<file path="config.mk">
export PLATFORM = sky130hd
export DESIGN_NAME = fe_stub_concentrator
export DESIGN_NICKNAME = d
export VERILOG_FILES = /design/src/rtl/tt_stub_pkg.sv /design/src/rtl/stub_fifo.sv /design/src/rtl/fe_stub_concentrator.sv
export SDC_FILE = /design/constraint.sdc
export NUM_CORES = 1
export LEC_CHECK = 0
export CAP_MARGIN = 30
export CORE_UTILIZATION = 65
export CTS_CLUSTER_SIZE = 30
export DETAILED_ROUTE_END_ITERATION = 8
export PLACE_DENSITY_LB_ADDON = 0.25
export SLEW_MARGIN = 20
export SYNTH_ARGS = -nofsm -noshare
export SYNTH_HDL_FRONTEND = slang
export SYNTH_SLANG_ARGS = --single-unit
</file>
<file path="constraint.sdc">
create_clock -name clk -period 9.5 [get_ports clk]
set_clock_uncertainty 0.15 [all_clocks]
set_input_delay 0.95 -clock clk [delete_from_list [all_inputs] [get_ports clk]]
set_output_delay 0.95 -clock clk [all_outputs]
set_load 0.01 [all_outputs]
</file>
<file path="src/rtl/tt_stub_pkg.sv">
// Shared stub definitions for the front-end concentrator and the downstream
// layer/sector aggregator.
//   STUB_W/BEND_W/HIT_W : raw hit word {stub, bend}
//   FE_W/SLOT_W         : FE chip index and slot (1..3) tag widths
//   tagged_stub_t       : full output word for the default 8-bit BX tag
package tt_stub_pkg;
  localparam int STUB_W   = 8;
  localparam int BEND_W   = 5;
  localparam int HIT_W    = 13;
  localparam int FE_W     = 4;
  localparam int SLOT_W   = 2;
  localparam int BX_W_DEF = 8;

  // Everything in an output word below the BX tag.
  typedef struct packed {
    logic [FE_W-1:0]   fe;
    logic [SLOT_W-1:0] slot;
    logic [STUB_W-1:0] stub;
    logic [BEND_W-1:0] bend;
  } stub_body_t;

  localparam int BODY_W = $bits(stub_body_t);

  // Output word layout when BX_W = BX_W_DEF.
  typedef struct packed {
    logic [BX_W_DEF-1:0] bx;
    stub_body_t          body;
  } tagged_stub_t;

  function automatic logic [1:0] popcnt3(input logic [2:0] v);
    return 2'(v[0]) + 2'(v[1]) + 2'(v[2]);
  endfunction
endpackage

</file>
<file path="src/rtl/stub_fifo.sv">
// Synchronous FIFO with show-ahead read.
//   wr_en/wr_data : push (ignored while full, even if a pop happens that cycle)
//   rd_en/rd_data : pop (ignored while empty); rd_data shows the head word,
//                   or the last popped word while empty (0 after reset)
//   full/empty/level : occupancy from the previous edge
module stub_fifo #(
  parameter int WIDTH = 27,
  parameter int DEPTH = 16
) (
  input  logic                     clk,
  input  logic                     rst_n,
  input  logic                     wr_en,
  input  logic [WIDTH-1:0]         wr_data,
  input  logic                     rd_en,
  output logic [WIDTH-1:0]         rd_data,
  output logic                     full,
  output logic                     empty,
  output logic [$clog2(DEPTH):0]   level
);
  localparam int AW = $clog2(DEPTH);
  localparam logic [AW:0] FULL_LVL = (AW+1)'(DEPTH);

  logic [WIDTH-1:0] mem [DEPTH];
  logic [AW-1:0]    wp_q, rp_q;
  logic [AW:0]      lvl_q;
  logic [WIDTH-1:0] last_q;
  logic             do_wr, do_rd;

  assign full    = (lvl_q == FULL_LVL);
  assign empty   = (lvl_q == '0);
  assign level   = lvl_q;
  assign do_wr   = wr_en && !full;
  assign do_rd   = rd_en && !empty;
  assign rd_data = empty ? last_q : mem[rp_q];

  always_ff @(posedge clk) begin
    if (do_wr) mem[wp_q] <= wr_data;
  end

  always_ff @(posedge clk or negedge rst_n) begin
    if (!rst_n) begin
      wp_q   <= '0;
      rp_q   <= '0;
      lvl_q  <= '0;
      last_q <= '0;
    end else begin
      if (do_wr) wp_q <= wp_q + 1'b1;
      if (do_rd) begin
        rp_q   <= rp_q + 1'b1;
        last_q <= mem[rp_q];
      end
      case ({do_wr, do_rd})
        2'b10:   lvl_q <= lvl_q + 1'b1;
        2'b01:   lvl_q <= lvl_q - 1'b1;
        default: lvl_q <= lvl_q;
      endcase
    end
  end
endmodule

</file>
<file path="src/rtl/fe_stub_concentrator.sv">
// Front-end stub concentrator: latches the three hit channels on each BX
// strobe into a staging bank, drains valid slots (1, 2, 3 order) one per cycle
// into an output FIFO tagged {bx, fe_id, slot, stub, bend}, and counts hits
// lost when a new strobe overwrites a bank that is still draining.
//   clk, rst_n           : clock, async active-low reset
//   bx_strobe            : hit channels hold this BX's final values
//   fe_id                : static FE index copied into each word
//   hitN_dv / hitN_data  : per-slot hit flag and {stub, bend}
//   out_valid/ready/data : show-ahead valid/ready stream
//   bx_cnt, drop_cnt, fifo_level : status
module fe_stub_concentrator
  import tt_stub_pkg::*;
#(
  parameter int FIFO_DEPTH = 16,
  parameter int BX_W       = 8
) (
  input  logic                          clk,
  input  logic                          rst_n,
  input  logic                          bx_strobe,
  input  logic [3:0]                    fe_id,
  input  logic                          hit1_dv,
  input  logic                          hit2_dv,
  input  logic                          hit3_dv,
  input  logic [12:0]                   hit1_data,
  input  logic [12:0]                   hit2_data,
  input  logic [12:0]                   hit3_data,
  output logic                          out_valid,
  input  logic                          out_ready,
  output logic [BX_W+18:0]              out_data,
  output logic [BX_W-1:0]               bx_cnt,
  output logic [15:0]                   drop_cnt,
  output logic [$clog2(FIFO_DEPTH):0]   fifo_level
);
  localparam int OUT_W = BX_W + BODY_W;
  localparam logic [0:0] IDLE  = 1'b0;
  localparam logic [0:0] DRAIN = 1'b1;

  logic [0:0]              state_q, state_d;
  logic [2:0]              dv_q, dv_d;
  logic [2:0][HIT_W-1:0]   hit_q, hit_d;
  logic [BX_W-1:0]         bank_bx_q, bank_bx_d;
  logic [BX_W-1:0]         bx_q, bx_d;
  logic [15:0]             drop_q, drop_d;

  logic                    wr_en, full, empty;
  logic [2:0]              wr_oh;
  logic [1:0]              wr_idx;
  logic [OUT_W-1:0]        wr_data;
  stub_body_t              body;
  logic [16:0]             drop_sum;

  // Lowest-numbered valid slot wins.
  always_comb begin
    wr_oh  = 3'b000;
    wr_idx = 2'd0;
    if (dv_q[0])      begin wr_oh = 3'b001; wr_idx = 2'd0; end
    else if (dv_q[1]) begin wr_oh = 3'b010; wr_idx = 2'd1; end
    else if (dv_q[2]) begin wr_oh = 3'b100; wr_idx = 2'd2; end
  end

  // A full FIFO stalls the bank; nothing is written through on a same-cycle pop.
  assign wr_en = (state_q == DRAIN) && !full && (dv_q != 3'b000);

  always_comb begin
    body      = '0;
    body.fe   = fe_id;
    body.slot = wr_idx + 2'd1;
    body.stub = hit_q[wr_idx][HIT_W-1:BEND_W];
    body.bend = hit_q[wr_idx][BEND_W-1:0];
  end
  assign wr_data = {bank_bx_q, body};

  always_comb begin
    dv_d      = wr_en ? (dv_q & ~wr_oh) : dv_q;
    hit_d     = hit_q;
    bank_bx_d = bank_bx_q;
    bx_d      = bx_q;
    drop_sum  = {1'b0, drop_q};
    if (bx_strobe) begin
      // Slots still pending after this cycle's write are overwritten.
      drop_sum  = {1'b0, drop_q} + 17'(popcnt3(dv_d));
      dv_d      = {hit3_dv, hit2_dv, hit1_dv};
      hit_d     = {hit3_data, hit2_data, hit1_data};
      bank_bx_d = bx_q;
      bx_d      = bx_q + 1'b1;
    end
    drop_d  = drop_sum[16] ? 16'hFFFF : drop_sum[15:0];
    state_d = (dv_d != 3'b000) ? DRAIN : IDLE;
  end

  always_ff @(posedge clk or negedge rst_n) begin
    if (!rst_n) begin
      state_q   <= IDLE;
      dv_q      <= '0;
      hit_q     <= '0;
      bank_bx_q <= '0;
      bx_q      <= '0;
      drop_q    <= '0;
    end else begin
      state_q   <= state_d;
      dv_q      <= dv_d;
      hit_q     <= hit_d;
      bank_bx_q <= bank_bx_d;
      bx_q      <= bx_d;
      drop_q    <= drop_d;
    end
  end

  stub_fifo #(.WIDTH(OUT_W), .DEPTH(FIFO_DEPTH)) u_fifo (
    .clk     (clk),
    .rst_n   (rst_n),
    .wr_en   (wr_en),
    .wr_data (wr_data),
    .rd_en   (out_ready),
    .rd_data (out_data),
    .full    (full),
    .empty   (empty),
    .level   (fifo_level)
  );

  assign out_valid = !empty;
  assign bx_cnt    = bx_q;
  assign drop_cnt  = drop_q;
endmodule

</file>
* Yosys cells after proc, flatten, opt, wreduce, memory -nomap -nowiden
Memory sizes are Yosys's and may differ from the RTL's.
Index checks and enable logic that the tools add are counted.
** Operators by class
- Magnitude comparators :: 1
- Reductions and logical operators :: 11
- Add/subtract/negate cells :: 9
- Equality and inequality tests :: 3
- Bitwise logic cells :: 2
- Multiplexer cells :: 17
** Operators by type and width (number)
- $mux W27 :: 1
- $bmux W13 S2 :: 1
- $add A16 B2 Y17 :: 1
- $mux W17 :: 1
- $mux W16 :: 1
- $mux W3 :: 5
- $mux W13 :: 1
- $pmux W5 S2 :: 1
- $add A4 B1 Y4 const B :: 2
- $add A8 B1 Y8 const B :: 1
- $mux W2 :: 3
- $reduce_bool A3 Y1 :: 2
- $add A5 B1 Y5 const B :: 1
- $eq A5 B5 Y1 const B :: 1
- $logic_not A5 Y1 :: 1
- $sub A5 B1 Y5 const B :: 1
- $logic_and A1 B1 Y1 :: 4
- $reduce_bool A2 Y1 :: 2
- $and A3 B3 Y3 :: 1
- $lt A2 B3 Y1 const B :: 1
- $mux W1 :: 3
- $not A3 Y3 :: 1
- $add A1 B1 Y2 :: 1
- $add A2 B1 Y2 :: 1
- other kinds (4) :: 5
** Storage, ports and cells
- Bits in writable memories :: 432
- Memories :: 1
- Register bits after elaboration :: 115
- Output and inout bits :: 57
- Word-level logic and storage cells :: 56
- Input bits :: 50
** Memory list
- u_fifo.mem :: words 16, bits a word 27, read ports 1, clocked after memory_dff 0, write ports 1, RTL line stub_fifo.sv:23 : logic [WIDTH-1:0] mem [DEPTH];

* Longest topological paths before layout
- Depth after elaboration :: 11
- Gate-level depth with buffers :: 13
- Gate-level depth less buffers :: 13

* Cells and area by module
Synthesis repeated with hierarchy kept, for this count alone.
** Second synthesis, totals
- Cell total of the unflattened synthesis :: 1213
- Area total of the unflattened synthesis :: 22245.1 µm²
** By module, submodules not included
- stub_fifo :: area an instance 18725.5 µm², cells each 921, seq. area each 13973.4 µm², times used 1
- fe_stub_concentrator :: area an instance 3519.6 µm², cells each 292, seq. area each 1876.8 µm², times used 1

* Worst setup path after synthesis
Ideal clock, no wire load.
- Path kind :: flip-flop to flip-flop
- From :: reg u_fifo.lvl_q[0] (netlist: u_fifo.level[0])
- To :: mem u_fifo.mem[3][0] (enable)
- Path buffers :: 0
- Stages on the path, launching flop included :: 6
- Library setup time :: 0.479 ns
- Required time :: 8.871 ns
- Data arrival time :: 3.663 ns
- Slack :: 5.208 ns
- Clock period less this slack :: 4.292 ns
- Cell sequence :: dfrtp_1 -> or4_4 -> o21ai_2 -> nor2_2 -> inv_2 -> nor4_1
** On the way
- Cells in the longest elaborated chain, start to end :: 7
** Ends and longest elaborated chain
- start: declaration :: RTL line stub_fifo.sv:25 : logic [AW:0] lvl_q;
- start signal: assignment :: RTL line stub_fifo.sv:53 : 2'b10: lvl_q <= lvl_q + 1'b1;
- start signal: assignment :: RTL line stub_fifo.sv:54 : 2'b01: lvl_q <= lvl_q - 1'b1;
- start signal: assignment :: RTL line stub_fifo.sv:55 : default: lvl_q <= lvl_q;
- $eq A5 B5 Y1 (*) :: RTL line stub_fifo.sv:29 : assign full = (lvl_q == FULL_LVL);
- $logic_not A1 Y1 (*) :: RTL line stub_fifo.sv:32, fe_stub_concentrator.sv:62
- $logic_and A1 B1 Y1 (2 in a row) :: RTL line fe_stub_concentrator.sv:62 : assign wr_en = (state_q == DRAIN) && !full && (dv_q != 3'b000);
- $logic_and A1 B1 Y1 (*) :: RTL line stub_fifo.sv:32 : assign do_wr = wr_en && !full;
- $mux W1 (*) :: RTL line stub_fifo.sv:37 : if (do_wr) mem[wp_q] <= wr_data;
- $mux W1 (implied by the code) (*) :: RTL line stub_fifo.sv:37
- end: declaration :: RTL line stub_fifo.sv:23
Every way passes the cells marked *; elsewhere a longest branch is shown, timed or not.

* Final worst setup path
- From :: reg u_fifo.rp_q[0]
- To :: out out_data[4]
** On the way
- Cells in the longest elaborated chain, start to end :: 2
** Ends and longest elaborated chain
- start: declaration :: RTL line stub_fifo.sv:24 : logic [AW-1:0] wp_q, rp_q;
- start signal: assignment :: RTL line stub_fifo.sv:49 : rp_q <= rp_q + 1'b1;
- $mem_v2 Z16 W27
- $mux W27 :: RTL line stub_fifo.sv:34 : assign rd_data = empty ? last_q : mem[rp_q];
- end: declaration :: RTL line fe_stub_concentrator.sv:29 : output logic [BX_W+18:0] out_data,
Every way passes these cells.

==> results by group <==
Placed design
  • HPWL reported at the end of detailed placement: 26500 um
  • Placement Cell Area: 0.0237 mm^2
  • GPL Wtd Cong: 0.786
  • Count of input and output buffers: 106

Synth
  • Synthesized area per cell: 17.9 um^2
  • Yosys cell types: 49
  • Syn. warnings: 0
  • Main synth FF type: edfxtp_1
  • Asr flop ratio synth: 21.0%
  • Dominant cells by area after synthesis: edfxtp_1 (59%), dfrtp_1 (13%), mux4_2 (9.2%), mux2_2 (3.5%), mux2i_1 (2.6%)
  • Yosys reg bits: 547
  • Synth Cell Area: 0.0221 mm^2
  • Share of the synthesized area in the top cell type: 58.8%
  • Synth Instances: 1235
  • Synth area leader: edfxtp_1
  • Syn nets: 1300
  • Sequential share of the synthesized area: 71.8%
  • EDFF count, synth: 432

Finish
  • Util after Layout: 75.8%
  • Final net count: 1437
  • Area Growth Syn to Fin: 14.9%
  • Design Area, Final: 0.0254 mm^2
  • Share of cells above drive strength 1: 23.1%
  • Antenna Cells: 0

Run
  • Max-cap violation count: 0

Floorplan
  • Die H: 186 um
  • Full die area: 0.0347 mm^2
  • Core Region: 0.0334 mm^2
  • Site row count: 67
  • I/O pins: 107
  • Die X-Extent: 186 um
  • Initial core utilization: 66.0%

CTS
  • Clock transition at path regs: 70 ps
  • # hold bufs at CTS: 0
  • TritonCTS clock tree: built
  • Clock Tree Root: clkbuf_16
  • TritonCTS Sinks: 547
  • Cts repair resizes: 0
  • Maximum level of the CTS H-tree: 2
  • Total CTS buffers: 53
  • Post-CTS setup buffer count: 0
  • Worst-case clock buffer depth: 3
  • Clock Latency Late Sink: 570 ps

Global route
  • Largest net degree at the start of global routing: 62
  • Initial antenna violation count: 0
  • Vias in the first global route: 11889
  • Tot GR Track Use: 28.5%
  • First-pass GRT wire length: 70700 um
  • Global route overflow: 0

STA
  • FMAX: 0.189 GHz
  • Final Critical Period: 5280 ps
  • RSZ-0062 raised after global routing: false
  • Max_slew headroom: 36.2%
  • Worst-margin pin slew: 958 ps
  • WHS: 306 ps
  • Final period util: 55.6%
  • Slew Limit Fails: 0
  • Setup TNS: 0 ps
  • Final setup fails: 0
  • Fin. Hold Viols: 0

Critical path
  • WP data required: 8400 ps
  • R2r setup slk: 5540 ps
  • CP arrival: 4180 ps
  • Worst setup EP type: output port
  • WS Path Type: reg -> out
  • CP Max Fanout: 47
  • CP Launch Type: register

Pwr
  • Maximum vdd drop: 0.197 mV
  • Pleak: 0.00892 uW
  • Final Power: 7910 uW
  • PD cells: 312 mW/mm^2

Detailed routing
  • Pre-antenna DRT Iters: 5
  • Mean routed wirelength per cell: 25.3 um
  • Iter 0 DRT Violations: 1164
  • DR DRC count: 0
  • Post-route ant nets: 0
  • DRT Wirelength: 47200 um
  • Via density: 6.34
  • Via count: 11811

Outcome
  • Outcome: finished, final reports clean

Hold path
  • HP Class: in -> async
==> logic make-up (layout without fill, tap and decap cells) <==
group | Yosys count | after routing | synth area share [%]
AOI/OAI and AO/OA | 151 | 151 | 4.56
xor gates and xnor gates | 22 | 22 | 0.873
adders and majority gates | 15 | 15 | 0.952
buffers and inverters | 88 | 269 | 2.27
DFF | 547 | 547 | 71.8
muxes | 218 | 218 | 15.4
and+or+nand+nor | 194 | 194 | 4.14
==> worst max-delay path, stage by stage (launching register included) <==
cell and delay, ps:
dfrtp_4 1040, buf_4 800, mux4_2 590, nand2b_1 160, a41oi_1 350, a21oi_1 120, clkdlybuf4s50_1 490
==> per-stage QoR <==
step,worst slack [ps],std cells
final,4220,1864
after global routing,4030,1864
after CTS,4200,1862
after detailed placement,4820,1763
after global placement,4840,1761
after floorplan,5210,1235
==> sequential cells by signal, summed over array words and instances, names as in the netlist <==
| signal | cells |
|---|---|
| u_fifo.mem | 432 |
| drop_cnt | 16 |
| bx_cnt | 8 |
| bank_bx_q | 8 |
| state_q | 1 |
| hit_q | 39 |
| u_fifo.wp_q | 4 |
| dv_q | 3 |
| u_fifo.level | 5 |
| u_fifo.rp_q | 4 |
| u_fifo.last_q | 27 |
==> synthesized netlist by cell type, types with 14 or more instances <==
master and number:
clkbuf_1 19, edfxtp_1 432, nand2_1 111, buf_6 17, o21ai_0 21, inv_1 17
dfrtp_1 115, nor2_1 18, o21ai_2 14, xnor2_1 15, mux4_2 90, a21oi_1 18
o21ai_1 53, mux2i_1 57, mux2_2 68, buf_2 17
==> path summary, 6_finish.rpt <==
kind,depth (start not counted),end,startpoint
min in group clk,2,u_fifo.last_q[1],u_fifo.last_q[1]
hold reg to reg,2,u_fifo.last_q[1],u_fifo.last_q[1]
setup reg to reg,12,u_fifo.level[4],u_fifo.level[0]
max in group asynchronous,2,u_fifo.rp_q[1],rst_n
hold / removal,1,drop_cnt[15],rst_n
setup / recovery,6,out_data[4],u_fifo.rp_q[0]
==> layer usage <==
layer	global-route usage (%)	wire, um	share of wire [%]	up-vias
li1	-	-	-	5082
met1	39.1	18500	39	5991
met2	46.7	23100	49	639
met3	5.74	4290	9.1	99
met4	9.05	1280	2.7	0
met5	0	0	0	-
==> where the power goes <==
part | leakage [uW] | switching [uW] | internal (uW) | total (uW)
Sequential | 0.00532 | 363 | 3090 | 3450
Clock | 0.000815 | 864 | 1150 | 2010
Combinational | 0.00279 | 1250 | 1190 | 2450
Total | 0.00892 | 2480 | 5430 | 7910
==> final cells by class <==
| type | count | area (um^2) |
|---|---|---|
| clock buffer | 70 | 1440 |
| sequential | 547 | 15900 |
| tap | 448 | 561 |
| multi-input combinational | 600 | 5780 |
| clock inverter | 29 | 223 |
| fill | 1832 | 8100 |
| timing repair buffer | 150 | 1410 |
| inverter | 20 | 75.1 |
==> placed cells by master, fill, tap and decap left out, drive strengths merged, types with 4 or more instances in the layout <==
master,count
nand2,112
nor2b,4
nor3,4
a221oi,9
a41oi,10
buf,46
a22oi,13
clkbuf,70
xor2,7
clkdlybuf4s50,104
nor4,4
clkinv,21
clkinvlp,4
and3,9
mux2i,57
nand2b,11
o21ai,88
dfrtp,115
mux4,90
edfxtp,432
nand4,7
nand3,6
a21oi,18
mux2,71
and2,10
xnor2,15
o21a,10
ha,12
nor2,21
inv,21
No activity file was read; power rests on OpenSTA's default activity.
